--- src/rtl/mem_if_pkg.sv ---
// Shared definitions for the data-memory arbiter: default widths, owner-state
// encoding and the sizing helper for the m0 burst counter.
package mem_if_pkg;

    localparam int AW_DEFAULT = 32;
    localparam int DW_DEFAULT = 32;

    typedef logic [1:0] owner_t;

    localparam owner_t ST_IDLE = 2'd0;
    localparam owner_t ST_OWN0 = 2'd1;
    localparam owner_t ST_OWN1 = 2'd2;

    // Counter must hold 0..max_burst inclusive.
    function automatic int burst_cnt_width(input int max_burst);
        return (max_burst < 1) ? 1 : $clog2(max_burst + 1);
    endfunction

endpackage

--- src/rtl/rdata_return_reg.sv ---
// Per-port registered load-return path: captures memory read data on a
// granted load and raises rvalid for exactly the following cycle.
module rdata_return_reg #(
    parameter int DW = 32
) (
    input  logic          clk,
    input  logic          reset,
    input  logic          load,
    input  logic [DW-1:0] mem_rdata,
    output logic          rvalid,
    output logic [DW-1:0] rdata
);

    // rdata is only overwritten by a new load so it holds after rvalid drops.
    always_ff @(posedge clk) begin
        if (reset) begin
            rvalid <= 1'b0;
            rdata  <= '0;
        end else begin
            rvalid <= load;
            if (load) begin
                rdata <= mem_rdata;
            end
        end
    end

endmodule

--- src/rtl/dmem_arbiter.sv ---
// Two-port arbiter in front of the single-port data memory: m0 has priority,
// m1 is forced in after MAX_BURST consecutive m0 grants while it waits.
module dmem_arbiter
    import mem_if_pkg::*;
#(
    parameter int AW        = AW_DEFAULT,
    parameter int DW        = DW_DEFAULT,
    parameter int MAX_BURST = 4
) (
    input  logic          clk,
    input  logic          reset,

    input  logic          m0_req,
    input  logic          m0_we,
    input  logic [AW-1:0] m0_addr,
    input  logic [DW-1:0] m0_wdata,
    output logic          m0_gnt,
    output logic          m0_rvalid,
    output logic [DW-1:0] m0_rdata,

    input  logic          m1_req,
    input  logic          m1_we,
    input  logic [AW-1:0] m1_addr,
    input  logic [DW-1:0] m1_wdata,
    output logic          m1_gnt,
    output logic          m1_rvalid,
    output logic [DW-1:0] m1_rdata,

    output logic          mem_we,
    output logic [AW-1:0] mem_addr,
    output logic [DW-1:0] mem_wdata,
    input  logic [DW-1:0] mem_rdata
);

    localparam int          CW        = burst_cnt_width(MAX_BURST);
    localparam logic [CW-1:0] BURST_MAX = CW'(MAX_BURST);

    logic [CW-1:0] burst_cnt;
    owner_t        owner;

    // Grants are suppressed entirely while reset is high so no write can slip
    // through in the reset cycle.
    always_comb begin
        m0_gnt = 1'b0;
        m1_gnt = 1'b0;
        if (!reset) begin
            if (m0_req && m1_req) begin
                if (burst_cnt == BURST_MAX) begin
                    m1_gnt = 1'b1;
                end else begin
                    m0_gnt = 1'b1;
                end
            end else if (m0_req) begin
                m0_gnt = 1'b1;
            end else if (m1_req) begin
                m1_gnt = 1'b1;
            end
        end
    end

    always_comb begin
        mem_addr  = m1_gnt ? m1_addr  : m0_addr;
        mem_wdata = m1_gnt ? m1_wdata : m0_wdata;
        mem_we    = (m0_gnt && m0_we) || (m1_gnt && m1_we);
    end

    // burst_cnt only counts m0 grants that m1 actually had to wait through.
    always_ff @(posedge clk) begin
        if (reset) begin
            burst_cnt <= '0;
        end else if (m1_gnt || !m1_req) begin
            burst_cnt <= '0;
        end else if (m0_gnt && (burst_cnt != BURST_MAX)) begin
            burst_cnt <= burst_cnt + 1'b1;
        end
    end

    always_ff @(posedge clk) begin
        if (reset) begin
            owner <= ST_IDLE;
        end else if (m0_gnt) begin
            owner <= ST_OWN0;
        end else if (m1_gnt) begin
            owner <= ST_OWN1;
        end else begin
            owner <= ST_IDLE;
        end
    end

    // Owner state is kept for debug visibility; it must never hold the spare code.
    always_ff @(posedge clk) begin
        if (!reset) begin
            assert (owner inside {ST_IDLE, ST_OWN0, ST_OWN1});
            assert (!(m0_gnt && m1_gnt));
        end
    end

    rdata_return_reg #(.DW(DW)) u_ret0 (
        .clk       (clk),
        .reset     (reset),
        .load      (m0_gnt && !m0_we),
        .mem_rdata (mem_rdata),
        .rvalid    (m0_rvalid),
        .rdata     (m0_rdata)
    );

    rdata_return_reg #(.DW(DW)) u_ret1 (
        .clk       (clk),
        .reset     (reset),
        .load      (m1_gnt && !m1_we),
        .mem_rdata (mem_rdata),
        .rvalid    (m1_rvalid),
        .rdata     (m1_rdata)
    );

endmodule

--- config.mk ---
export PLATFORM = sky130hd
export DESIGN_NAME = dmem_arbiter
export DESIGN_NICKNAME = d
export VERILOG_FILES = /design/src/rtl/mem_if_pkg.sv /design/src/rtl/rdata_return_reg.sv /design/src/rtl/dmem_arbiter.sv
export SDC_FILE = /design/constraint.sdc
export NUM_CORES = 1
export LEC_CHECK = 0
export ABC_AREA = 1
export CORE_AREA = 2 2 115 117
export DETAILED_ROUTE_END_ITERATION = 6
export DIE_AREA = 0 0 117 119
export PLACE_DENSITY = 0.89
export SYNTH_ARGS = -nofsm -noshare
export SYNTH_HDL_FRONTEND = slang
export SYNTH_SLANG_ARGS = --single-unit
export TNS_END_PERCENT = 1
--- constraint.sdc ---
create_clock -name clk -period 2.5 [get_ports clk]
set_input_delay 0.5 -clock clk [delete_from_list [all_inputs] [get_ports clk]]
set_output_delay 0.5 -clock clk [all_outputs]
set_load 0.01 [all_outputs]
==> flow_metrics.py <==
metrics = {
    "status": {
        "status": "completed",
    },
    "power_and_ir_drop": {
        "p_per_area_mw_per_mm2": 436,
        "ir_drop_mv": 0.382,
        "finalPower_mw": 3.40,
        "power.leakage_nw": 3.91,
    },
    "global_routing": {
        "grt_overflow": 0,
        "grt_max_degree": 65,
        "grt_pass1_wl_um": 29600,
        "antenna_found_initial": 4,
        "grtUsageTotal_pct": 28.1,
        "grt_pass1_vias": 5314,
    },
    "route": {
        "drc": 0,
        "drtPass1Iterations": 6,
        "first_iter_violations": 442,
        "routed_wl_um": 20200,
        "num_vias": 5641,
        "routed_wire_length_per_instance_um": 16.5,
        "viasPerCell": 4.62,
        "ant_nets": 0,
    },
    "synth": {
        "avgSynthCellArea_um2": 5.60,
        "ys_seq_area_share_pct": 32.9,
        "synth-seq-cells": 69,
        "yosysTopAreaCell": "dfxtp_1",
        "synth_cell_type_count": 19,
        "synth_commonest_cells": "323 x nand2_1, 167 x inv_1, 69 x dfxtp_1",
        "synthArstFlopShare_pct": 0,
        "synthCells": 750,
        "synth_area_mm2": 0.00420,
        "yosysTopAreaCellShare_pct": 32.9,
        "synthTopCellsByArea": "dfxtp_1 33%, nand2_1 29%, inv_1 15%, nand4_1 9.5%, nor2_1 6.0%",
        "yosys.cell_count.top_type": "nand2_1",
        "synth-main-ff-cell": "dfxtp_1",
        "synth_nets": 918,
        "synth_edf_count": 0,
        "yosys_warnings": 0,
    },
    "worst_setup_path": {
        "required_ns": 2.00,
        "crit_arrival_ns": 1.96,
        "crit_fanout": 19,
        "cp-start-kind": "register",
        "rrSetupSlack_ns": 0.67,
        "worstSetupPathType": "reg2out",
        "end_kind": "primary output",
        "rr_worst_depth": 10,
    },
    "sta": {
        "setup_viol": 0,
        "finalHoldViolations": 0,
        "hold_slack_ns": 0.420,
        "final.period_utilization_pct": 98.2,
        "skew_ns": 0.00436,
        "min_period_ns": 2.46,
        "fmax_mhz": 407,
        "final_max_slew_viol_count": 0,
        "tightest_slew_ns": 0.410,
        "rsz0062_at_grt": "yes",
        "maxSlewHeadroom_pct": 72.6,
    },
    "die": {
        "start_util_pct": 32.6,
        "die_area_mm2": 0.0139,
        "core-area_mm2": 0.0129,
        "dieWidth_um": 117,
        "io_pins": 299,
        "num_rows": 42,
        "die_h_um": 119,
    },
    "place": {
        "hpwlAfterDp_um": 14300,
        "place.gp.congestion": 0.847,
        "numPortBuffers": 298,
    },
    "hold_path": {
        "hold_depth": 1,
        "hold_path.class": "reg2reg",
    },
    "clock_tree": {
        "cts_max_path_buffers": 2,
        "clk_pin_slew_ns": 0.05,
        "cts_sinks": 69,
        "cts_tree": "done",
        "cts_htree_levels": 3,
        "cts.hold.buffers_added": 0,
        "cts_root_buffer": "clkbuf_16",
        "clock_latency_ns": 0.33,
        "numCtsBuffers": 9,
    },
    "run": {
        "maxCapViolations": 0,
    },
    "layout": {
        "fin_util_pct": 60.4,
        "layout-drive-gt1-share_pct": 6.23,
        "nets": 1207,
        "area_growth_pct": 85.2,
    },
}
[power breakdown]
group | switching (mW) | total (mW) | internal (mW) | leakage [nW]
logic | 0.446 | 0.968 | 0.522 | 3.21
registers | 0.0253 | 1.17 | 1.15 | 0.563
clock network | 0.459 | 1.26 | 0.796 | 0.143
total | 0.930 | 3.40 | 2.47 | 3.91
[state kept, by name (all words and copies together) (netlist names)]
name,count
u_ret0.rdata,32
u_ret1.rdata,32
u_ret0.rvalid,1
burst_cnt,3
u_ret1.rvalid,1
[stage by stage]
step | setup slack [ns] | instance area (µm²) | setup TNS [ns] | instances
4_1_cts | -0.0287 | 7780 | -0.0287 | 1220
3_3_place_gp | -0.361 | 7370 | -16.66 | 1197
2_1_floorplan | 0.640 | 4200 | 0 | 750
5_1_grt | -0.0637 | 7780 | -0.105 | 1222
3_5_place_dp | -0.376 | 7370 | -17.64 | 1197
6_report | 0.0443 | 7780 | 0 | 1222
[cell usage in the layout, fill, tap and decap left out, types with 9 or more instances in the layout]
cell type and count:
nand2_1 321, clkdlybuf4s50_1 229, inv_1 166, dfxtp_1 68
nor2_1 67, nand4_1 64, dlygate4sd2_1 38, clkdlybuf4s15_1 16
buf_4 14, clkbuf_16 9
[kinds of logic (layout without fill, tap and decap cells)]
kind of cell	count (synthesis)	after routing	share of synthesized area [%]
and+or+nand+nor	461	461	45.6
buffers and inverters	216	510	20.5
DFF	69	69	32.9
adders and majority gates	2	2	0.595
AOI/OAI and AO/OA	1	1	0.149
xor gates and xnor gates	1	1	0.208
other	0	2	0
[layer usage]
metal	global-route usage, %	share of wire [%]
met5	0	0.15
met4	8.90	2.3
met3	9.47	11
met2	48.7	50
met1	32.3	37
[cell type report]
cell class	count	area [µm²]
Sequential cell	69	1380
Timing Repair Buffer	322	3240
Antenna cell	2	5.00
Clock buffer	12	246
Fill cell	1158	5090
Clock inverter	4	47.5
Inverter	172	658
Tap cell	176	220
Multi-Input combinational cell	465	1980
[timing repair]
| item | CTS | global route |
|---|---|---|
| pin swaps | 2 | 2 |
| buffers inserted | 2 | 0 |
| endpoints found under the hold margin | 0 | 0 |
| cloned | 5 | 0 |
| setup endpoints to repair | 67 | 55 |
| gates resized for setup | 109 | 25 |
[path summary, 6_finish.rpt]
| check | from | end |
|---|---|---|
| worst max-delay path | burst_cnt[0] | mem_addr[28] |
| worst min-delay path | burst_cnt[0] | burst_cnt[0] |
| worst max register to register | burst_cnt[0] | u_ret1.rdata[28] |
| worst min register to register | burst_cnt[0] | burst_cnt[0] |
[worst max-delay path: stages (launching register included)]
cell and delay [ns]:
dfxtp_2 0.32, inv_1 0.05, ha_2 0.18, nand2_2 0.07, nand2_4 0.09, nand2_8 0.09, inv_12 0.10, bufbuf_16 0.29
nand2_1 0.07, nand2_1 0.10, clkdlybuf4s15_2 0.25
Note: power is estimated with default switching activity, not from simulation.
